### src/rtl/seq_pkg.sv
// Shared types and constants for the program sequencer.
package seq_pkg;

    typedef enum logic [1:0] {
        S_IDLE,
        S_RUN,
        S_DONE
    } seq_state_t;

    localparam logic JMP_ABS = 1'b0;
    localparam logic JMP_REL = 1'b1;

endpackage

### src/rtl/seq_cycle_ctr.sv
// Saturating cycle counter with synchronous clear, count enable and a
// terminal-count flag that is raised while the count equals TC.
module seq_cycle_ctr #(
    parameter int unsigned CW = 16,
    parameter int unsigned TC = 0
) (
    input  logic          clk,
    input  logic          reset,
    input  logic          i_clr,
    input  logic          i_en,
    output logic [CW-1:0] o_cnt,
    output logic          o_tc
);

    localparam logic [CW-1:0] TC_VAL = CW'(TC);

    logic [CW-1:0] r_cnt;

    always_ff @(posedge clk or posedge reset) begin
        if (reset) begin
            r_cnt <= '0;
        end else if (i_clr) begin
            r_cnt <= '0;
        end else if (i_en && (r_cnt != '1)) begin
            r_cnt <= r_cnt + CW'(1);
        end
    end

    assign o_cnt = r_cnt;
    assign o_tc  = (r_cnt == TC_VAL);

endmodule

### src/rtl/prog_sequencer.sv
// Fetch sequencer and run controller: owns the program counter, jumps,
// the req/done start handshake, halt detection, stall and cycle budget.
module prog_sequencer
    import seq_pkg::*;
#(
    parameter int unsigned D         = 10,
    parameter int unsigned TW        = 8,
    parameter int unsigned HALT_ADDR = 1020,
    parameter int unsigned CW        = 16,
    parameter int unsigned MAXCYC    = 0
) (
    input  logic          clk,
    input  logic          reset,
    input  logic          req,
    input  logic          stall,
    input  logic          jump_en,
    input  logic          jump_rel,
    input  logic [TW-1:0] target,
    input  logic          halt_in,
    output logic [D-1:0]  prog_ctr,
    output logic          run,
    output logic          busy,
    output logic          done,
    output logic          timeout,
    output logic [CW-1:0] cycle_cnt
);

    localparam int unsigned    TC_VAL     = (MAXCYC == 0) ? 0 : MAXCYC - 1;
    localparam logic [D-1:0]   HALT_PC    = D'(HALT_ADDR);
    localparam bit             BUDGET_ON  = (MAXCYC != 0);

    seq_state_t    r_state;
    logic [D-1:0]  r_pc;
    logic          r_done;
    logic          r_timeout;

    seq_state_t    w_state_nx;
    logic [D-1:0]  w_pc_nx;
    logic          w_done_nx;
    logic          w_timeout_nx;
    logic          w_cnt_clr;
    logic          w_cnt_en;
    logic          w_tc;
    logic [CW-1:0] w_cnt;
    logic [D-1:0]  w_pc_inc;
    logic [D-1:0]  w_pc_abs;
    logic [D-1:0]  w_pc_rel;

    seq_cycle_ctr #(
        .CW (CW),
        .TC (TC_VAL)
    ) u_cycle_ctr (
        .clk   (clk),
        .reset (reset),
        .i_clr (w_cnt_clr),
        .i_en  (w_cnt_en),
        .o_cnt (w_cnt),
        .o_tc  (w_tc)
    );

    // Absolute operand lands in the PC's upper bits; relative is signed.
    assign w_pc_inc = r_pc + D'(1);
    assign w_pc_abs = D'(target) << (D - TW);
    assign w_pc_rel = r_pc + D'($signed(target));

    always_comb begin
        w_state_nx   = r_state;
        w_pc_nx      = r_pc;
        w_done_nx    = r_done;
        w_timeout_nx = r_timeout;
        w_cnt_clr    = 1'b0;
        w_cnt_en     = 1'b0;
        case (r_state)
            S_IDLE: begin
                if (req) begin
                    w_state_nx   = S_RUN;
                    w_pc_nx      = '0;
                    w_cnt_clr    = 1'b1;
                    w_timeout_nx = 1'b0;
                    w_done_nx    = 1'b0;
                end
            end
            S_RUN: begin
                w_cnt_en = 1'b1;
                if (BUDGET_ON && w_tc) begin
                    w_state_nx   = S_DONE;
                    w_done_nx    = 1'b1;
                    w_timeout_nx = 1'b1;
                end else if (stall) begin
                    w_pc_nx = r_pc;
                end else if (halt_in || (r_pc == HALT_PC)) begin
                    w_state_nx = S_DONE;
                    w_done_nx  = 1'b1;
                end else if (jump_en) begin
                    w_pc_nx = (jump_rel == JMP_REL) ? w_pc_rel : w_pc_abs;
                end else begin
                    w_pc_nx = w_pc_inc;
                end
            end
            S_DONE: begin
                if (!req) begin
                    w_state_nx = S_IDLE;
                    w_done_nx  = 1'b0;
                end
            end
            default: begin
                w_state_nx = S_IDLE;
            end
        endcase
    end

    always_ff @(posedge clk or posedge reset) begin
        if (reset) begin
            r_state   <= S_IDLE;
            r_pc      <= '0;
            r_done    <= 1'b0;
            r_timeout <= 1'b0;
        end else begin
            r_state   <= w_state_nx;
            r_pc      <= w_pc_nx;
            r_done    <= w_done_nx;
            r_timeout <= w_timeout_nx;
        end
    end

    assign prog_ctr  = r_pc;
    assign busy      = (r_state == S_RUN);
    assign run       = busy && !stall;
    assign done      = r_done;
    assign timeout   = r_timeout;
    assign cycle_cnt = w_cnt;

endmodule

### config.mk
export PLATFORM = sky130hd
export DESIGN_NAME = prog_sequencer
export DESIGN_NICKNAME = d
export VERILOG_FILES = /design/src/rtl/seq_pkg.sv /design/src/rtl/seq_cycle_ctr.sv /design/src/rtl/prog_sequencer.sv
export SDC_FILE = /design/constraint.sdc
export NUM_CORES = 1
export LEC_CHECK = 0
export ABC_AREA = 1
export BUFFER_PORTS_ARGS = -buffer_cell sky130_fd_sc_hd__buf_4
export CAP_MARGIN = 40
export CORE_MARGIN = 2
export CORE_UTILIZATION = 51
export DETAILED_ROUTE_END_ITERATION = 8
export MAX_ROUTING_LAYER = met4
export PLACE_DENSITY_LB_ADDON = 0.25
export SETUP_SLACK_MARGIN = 0.02
export SLEW_MARGIN = 0
export SYNTH_ARGS = -nofsm -noshare
export SYNTH_HDL_FRONTEND = slang
export SYNTH_SLANG_ARGS = --single-unit
### constraint.sdc
create_clock -name clk -period 1.7 [get_ports clk]
set_input_delay 0.17 -clock clk [delete_from_list [all_inputs] [get_ports clk]]
set_output_delay 0.17 -clock clk [all_outputs]
set_load 0.03 [all_outputs]
==> results.txt, run 1 <==
largest net degree at the start of global routing -> 30
Setup crit end kind -> flip-flop
cell internal pwr -> 0.00260 W
met2 WL -> 3.78 mm
GRT Overall Usage -> 0.283
Worst EP arrival -> 2.01 ns
share of layout cells above drive strength 1 -> 0.328
total wire length -> 7.88 mm
simple-gate share of the synthesized area -> 0.385
clock skew -> 0.00699 ns
post-route ant nets -> 0
status -> finished, violations left
VDD IR max -> 1.09 mV
Worst path slowest cell -> dfrtp_2
hold crit path type -> primary input to flip-flop
largest family of logic cells by synthesized area -> simple AND/OR/NAND/NOR gates
met3 wire len -> 517 um
Routed WL per cell -> 15.5 um
ant diodes -> 0
GR Overflow Total -> 0
cell count after synthesis -> 369
Site Rows -> 25
die area -> 5300 um^2
Ys Warns -> 0
gpl congestion -> 0.981
H-Tree Depth -> 2
DIE WIDTH -> 72.8 um
via count -> 2894
mapped cell area -> 2420 um^2
failing checks -> negative setup slack
Final Hold Viols -> 0
Top cell by count, worst path -> nand2_1
sequential share of power -> 0.220
unrepaired setup endpoints after global routing -> true
synthesized flop and latch total -> 29
Setup-failing EPs final -> 5
DR top layer -> met4
Crit path largest cell delay -> 0.42 ns
fin crit share -> 1.08
sw frac -> 0.497
Sw Pwr -> 0.00257 W
clk sink count -> 29
sequential area share after synthesis -> 0.300
Port Buf Inserts -> 43
Area Overhead vs Synth -> 40.3%
Ports -> 45
Leakage -> 1.70 nW
Synth Area in XOR/XNOR -> 0.0471
Worst Setup Start Kind -> flip-flop
crit path cell chain -> buf_4, ha_1, nand3_1, nor2_1, nand2_1, a21oi_1, a21oi_1, nand2_1, nand2_1
Clk pwr share -> 0.117
first-pass GRT wire length -> 11.4 mm
# DRC -> 0
final setup TNS -> -0.326 ns
Die Y -> 72.8 um
Slew Viols, Final -> 0
DRT met1 WL -> 3.27 mm
TritonCTS buffer count -> 5
FMAX -> 0.543 GHz
fin crit period -> 1.84 ns
Design Power -> 0.00516 W
Root Buffer -> clkbuf_8
Initial DRC Count -> 301
compound-gate portion of the synthesized area -> 0.107
initial antenna violation count -> 0
required time worst endpoint -> 1.87 ns
post-synthesis mux area share -> 0
max-cap violations -> 0
hold_ws -> 0.152 ns
Setup WS post-layout -> -0.143 ns
WS Path Type -> flip-flop to flip-flop
initial core utilization -> 0.522
Layout Nets -> 481
Worst-path clk slew -> 0.07 ns
Vias/cell -> 5.70
Finished Cell Area -> 3390 um^2
PwrDens -> 1520 nW/um^2
Critical path buffers and inverters -> 1
syn_area_per_cell -> 6.55 um^2
Max Root-Sink Buffers -> 2
area share of fa/ha/maj cells after synthesis -> 0.0704
CP top delay family -> simple AND/OR/NAND/NOR gates
worst skew pair latency -> 0.28 ns
vias in the first global route -> 2517
total nets after synthesis -> 397
Unique masters post-synth -> 31
Area after DPL -> 3020 um^2
First-pass DRT Iterations -> 7
core area -> 4630 um^2
fillers -> 382
Comb pwr share -> 0.663
TritonCTS clock tree -> yes
crit-path max FO -> 3
Post-DP HPWL -> 5.18 mm
-- per-layer routing --
metal | track usage | up-vias
met5 | - | -
met4 | 0.0905 | 0
met3 | 0.0387 | 38
met2 | 0.451 | 170
met1 | 0.373 | 1326
li1 | - | 1360
-- worst min-delay path, cell delays in order --
cell     delay, ns
buf_4         0.09
nand2_1       0.06
nand3_1       0.08
-- power by group through the flow --
stage	registers [W]	logic (W)	clock network (W)
floorplan	0.00155	0.00140	0
global placement	0.00110	0.00289	0
detailed placement	0.00111	0.00293	0
CTS	0.00109	0.00298	0.000611
global route	0.00116	0.00370	0.000636
finish	0.00114	0.00342	0.000606
-- sequential cells by signal, indices dropped and copies added (netlist names) --
register / count
done: 1
prog_ctr: 10
r_state: 2
u_cycle_ctr.o_cnt: 16
-- per-stage QoR --
stage,utilization,std cells,worst slack (ns)
floorplan,-,369,0.0122
global placement,0.652,490,0.0740
detailed placement,0.652,490,0.00541
CTS,0.677,500,0.0295
global route,0.732,508,-0.232
finish,0.732,508,-0.143
-- cell type report --
type                            count  area (um^2)  share of cell area
Inverter                           49          189              0.0557
Sequential cell                    29          733               0.216
Multi-Input combinational cell    286         1690               0.498
Clock buffer                        8         90.1              0.0266
Tap cell                           54         67.6              0.0199
Timing Repair Buffer               82          622               0.183
-- synth_stat cells, drive strengths merged --
library cell  number  area (um^2)
a211oi             1         7.51
a21oi             20          100
a31o               1         8.76
buf                2         18.8
clkbuf             3         11.3
clkinv             2         8.75
conb               1         3.75
dfrtp             29          726
fa                 1         20.0
ha                12          150
inv               47          176
nand2            122          470
nand3             33          165
nand3b             3         22.5
nand4             11         68.8
nor2              30          115
nor3              13         81.3
o21ai             23          134
o21bai             1         7.51
or2                1         6.26
xnor2              4         35.0
xor2               9         78.8
-- repair_timing --
| action | CTS | global route |
|---|---|---|
| setup endpoints to repair | 1 | 24 |
| setup buffers | 1 | 9 |
| hold endpoints to repair | 29 | 0 |
| pin swaps | 0 | 17 |
| resized for setup | 1 | 47 |
| hold buffers | 1 | 0 |
| gates cloned | 0 | 0 |
-- cell usage in the layout, fill, tap and decap left out, drive strengths merged --
cell         instances
o21ai               23
xor2                 9
nor3                13
a21oi               20
nand3               33
a211oi               1
nor2                30
nand4               11
dlygate4sd3          1
conb                 1
xnor2                4
dfrtp               29
buf                 81
o21bai               1
nand3b               3
a31o                 1
clkinv               2
fa                   1
or2                  1
inv                 46
clkinvlp             1
nand2              122
ha                  12
clkbuf               8
-- cells by family after synthesis --
kind of cell / count (synthesis)
fa+ha+maj: 13
buf+inv: 54
simple gates: 213
other cells: 1
flops: 29
compound gates: 46
xor+xnor: 13
-- worst paths after layout --
path	start	cells past startpoint	slack, ns	to
worst min-delay path	stall	3	0.15	r_state[0]
worst max register to register	prog_ctr[0]	9	-0.14	prog_ctr[6]
worst max-delay path	prog_ctr[0]	9	-0.14	prog_ctr[6]
worst min register to register	done	2	0.48	done
min in group asynchronous	reset	4	0.52	u_cycle_ctr.o_cnt[2]
max in group asynchronous	reset	4	0.87	prog_ctr[5]
(Power assumes the default switching activity.)
==> run 2, diff against run 1 <==
- CORE_MARGIN: 2 -> 10
- SYNTH_HIERARCHICAL: not set -> 1
==> results.txt, run 2 <==
status -> finished clean (was finished, violations left)
Ys Warns -> 6 (was 0)
Layout Utilization -> 0.699 (was 0.732)
largest net degree at the start of global routing -> 17 (was 30)
worst skew pair latency -> 0.28 ns (about the same)
# DRC -> 0 (unchanged)
PwrDens -> 1270 nW/um^2 (was 1520 nW/um^2)
unrepaired setup endpoints after global routing -> true (unchanged)
Reg2Reg Depth -> 10 (was 9)
Clk pwr share -> 0.153 (was 0.117)
GRT Overall Usage -> 0.189 (was 0.283)
GR Overflow Total -> 0 (unchanged)
hold_ws -> 0.206 ns (was 0.152 ns)
cell count after synthesis -> 379 (was 369)
worst flop-to-flop path startpoint -> prog_ctr[5] (was prog_ctr[0])
core area -> 4690 um^2 (was 4630 um^2)
final setup TNS -> 0 ns (was -0.326 ns)
HP Start -> req (was stall)
Slew Viols, Final -> 0 (unchanged)
number of flip-flops under the largest register name -> 16 (unchanged)
FF-to-FF setup slack -> 0.04 ns (was -0.14 ns)
Post-DP HPWL -> 5.44 mm (was 5.18 mm)
Root Buffer -> clkbuf_8 (unchanged)
vias in the first global route -> 2738 (was 2517)
Slew HR -> 0.575
initial core utilization -> 0.522 (about the same)
TritonCTS buffer count -> 5 (unchanged)
VDD IR max -> 1.04 mV (was 1.09 mV)
worst slew pin tran -> 0.636 ns
ant diodes -> 0 (unchanged)
post-route ant nets -> 0 (unchanged)
Worst Setup Start Kind -> flip-flop (unchanged)
Max Root-Sink Buffers -> 2 (unchanged)
TritonCTS clock tree -> yes (unchanged)
clk sink count -> 29 (unchanged)
cell internal pwr -> 0.00222 W (was 0.00260 W)
die area -> 7970 um^2 (was 5300 um^2)
fillers -> 393 (was 382)
most common cell after layout, fill and taps aside -> nand2_1 (unchanged)
Site Rows -> 25 (unchanged)
most frequent cells in the layout -> nand2_1, buf_4, nor2_1 (was nand2_1, buf_4, inv_1)
CP Launch Point -> prog_ctr[5] (was prog_ctr[0])
fin crit period -> 1.66 ns (was 1.84 ns)
total nets after synthesis -> 408 (was 397)
gpl congestion -> 0.905 (was 0.981)
Initial DRC Count -> 202 (was 301)
Setup-failing EPs final -> 0 (was 5)
share of layout cells above drive strength 1 -> 0.270 (was 0.328)
first-pass GRT wire length -> 11.8 mm (was 11.4 mm)
Hold Crit Endpoint -> r_state[1] (was r_state[0])
Ports -> 45 (unchanged)
FF+latch area -> 731 um^2 (was 733 um^2)
mapped cell area -> 2450 um^2 (was 2420 um^2)
Multi-input gate area -> 1660 um^2 (was 1690 um^2)
Routed WL per cell -> 14.1 um (was 15.5 um)
First-pass DRT Iterations -> 4 (was 7)
clock skew -> 0.00603 ns (was 0.00699 ns)
Hold Path Cell Cnt -> 3 (unchanged)
Worst-path clk slew -> 0.06 ns (was 0.07 ns)
Port Buf Inserts -> 43 (unchanged)
Leakage -> 1.72 nW (was 1.70 nW)
sequential share of power -> 0.237 (was 0.220)
FMAX -> 0.603 GHz (was 0.543 GHz)
Final Hold Viols -> 0 (unchanged)
crit-path max FO -> 5 (was 3)
WS Path Type -> flip-flop to flip-flop (unchanged)
Die Y -> 89.3 um (was 72.8 um)
initial antenna violation count -> 0 (unchanged)
via count -> 2743 (was 2894)
Comb pwr share -> 0.610 (was 0.663)
Setup crit end kind -> flip-flop (unchanged)
Vias/cell -> 5.38 (was 5.70)
sw frac -> 0.465 (was 0.497)
total wire length -> 7.18 mm (was 7.88 mm)
Layout Nets -> 484 (was 481)
DIE WIDTH -> 89.3 um (was 72.8 um)
max-cap violations -> 0 (unchanged)
required time worst endpoint -> 1.87 ns (about the same)
Sw Pwr -> 0.00193 W (was 0.00257 W)
Area Overhead vs Synth -> 34.0% (was 40.3%)
syn_area_per_cell -> 6.46 um^2 (was 6.55 um^2)
H-Tree Depth -> 2 (unchanged)
Worst EP arrival -> 1.83 ns (was 2.01 ns)
fin crit share -> 0.976 (was 1.08)
RR Endpoint -> prog_ctr[9] (was prog_ctr[6])
hold crit path type -> primary input to flip-flop (unchanged)
[run 2: layout make-up]
cell class                 instances  area share
clock buffer                       7      0.0294
timing repair buffer              74       0.170
clock inverter                     1     0.00153
inverter                          44      0.0511
tap                               54      0.0206
sequential                        29       0.223
multi-input combinational        301       0.505
[run 2: worst max path at each step]
stage	endpoint	cells past startpoint	slack [ns]
floorplan	prog_ctr[6]	11	-0.005
global placement	u_cycle_ctr/o_cnt[6]	8	-0.01
detailed placement	u_cycle_ctr/o_cnt[6]	8	-0.03
CTS	prog_ctr[8]	11	0.03
global route	prog_ctr[6]	11	-0.06
finish	prog_ctr[9]	10	0.04
[run 2: routing by layer]
metal  vias to the layer above  track usage  wire, um
met1                      1285        0.206      2920
li1                       1364            -         -
met2                        84        0.336      3740
met4                         0       0.0708        80
met3                        10       0.0328       437
met5                         -            -         0
[run 2: metrics by stage]
| stage | instance area, um^2 | total power (W) | setup WS, ns | instances |
|---|---|---|---|---|
| finish | 3280 | 0.00415 | 0.0415 | 510 |
| global route | 3280 | 0.00447 | -0.0624 | 510 |
| CTS | 3140 | 0.00393 | 0.0284 | 506 |
| detailed placement | 3020 | 0.00328 | -0.0318 | 497 |
| global placement | 3020 | 0.00323 | -0.0126 | 497 |
| floorplan | 2470 | 0.00247 | -0.00453 | 379 |
[run 2: timing repair]
| action | in CTS | in global routing |
|---|---|---|
| endpoints found under the setup margin | 11 | 17 |
| pin swaps | 0 | 6 |
| endpoints found under the hold margin | 13 | 0 |
| gates cloned | 0 | 1 |
| hold buffers | 1 | 0 |
| resized for setup | 1 | 29 |
| buffers inserted | 0 | 3 |
[run 2: worst max-delay path, cell delays in order (launching register included)]
cell and delay (ns):
dfrtp_1 0.42, ha_4 0.31, nand2_1 0.07, nor2_1 0.18
nand3_1 0.17, nand3_1 0.12, nand2_1 0.05, nand3_1 0.07
nand2_1 0.06, nand2_1 0.05, nand2_1 0.05
[run 2: power groups by stage]
stage | sequential, W | clock [W] | combinational, W
after floorplan | 0.00131 | 0 | 0.00116
after global placement | 0.000974 | 0 | 0.00226
after detailed placement | 0.000983 | 0 | 0.00229
after CTS | 0.000973 | 0.000644 | 0.00231
after global routing | 0.00100 | 0.000686 | 0.00278
final | 0.000983 | 0.000634 | 0.00253
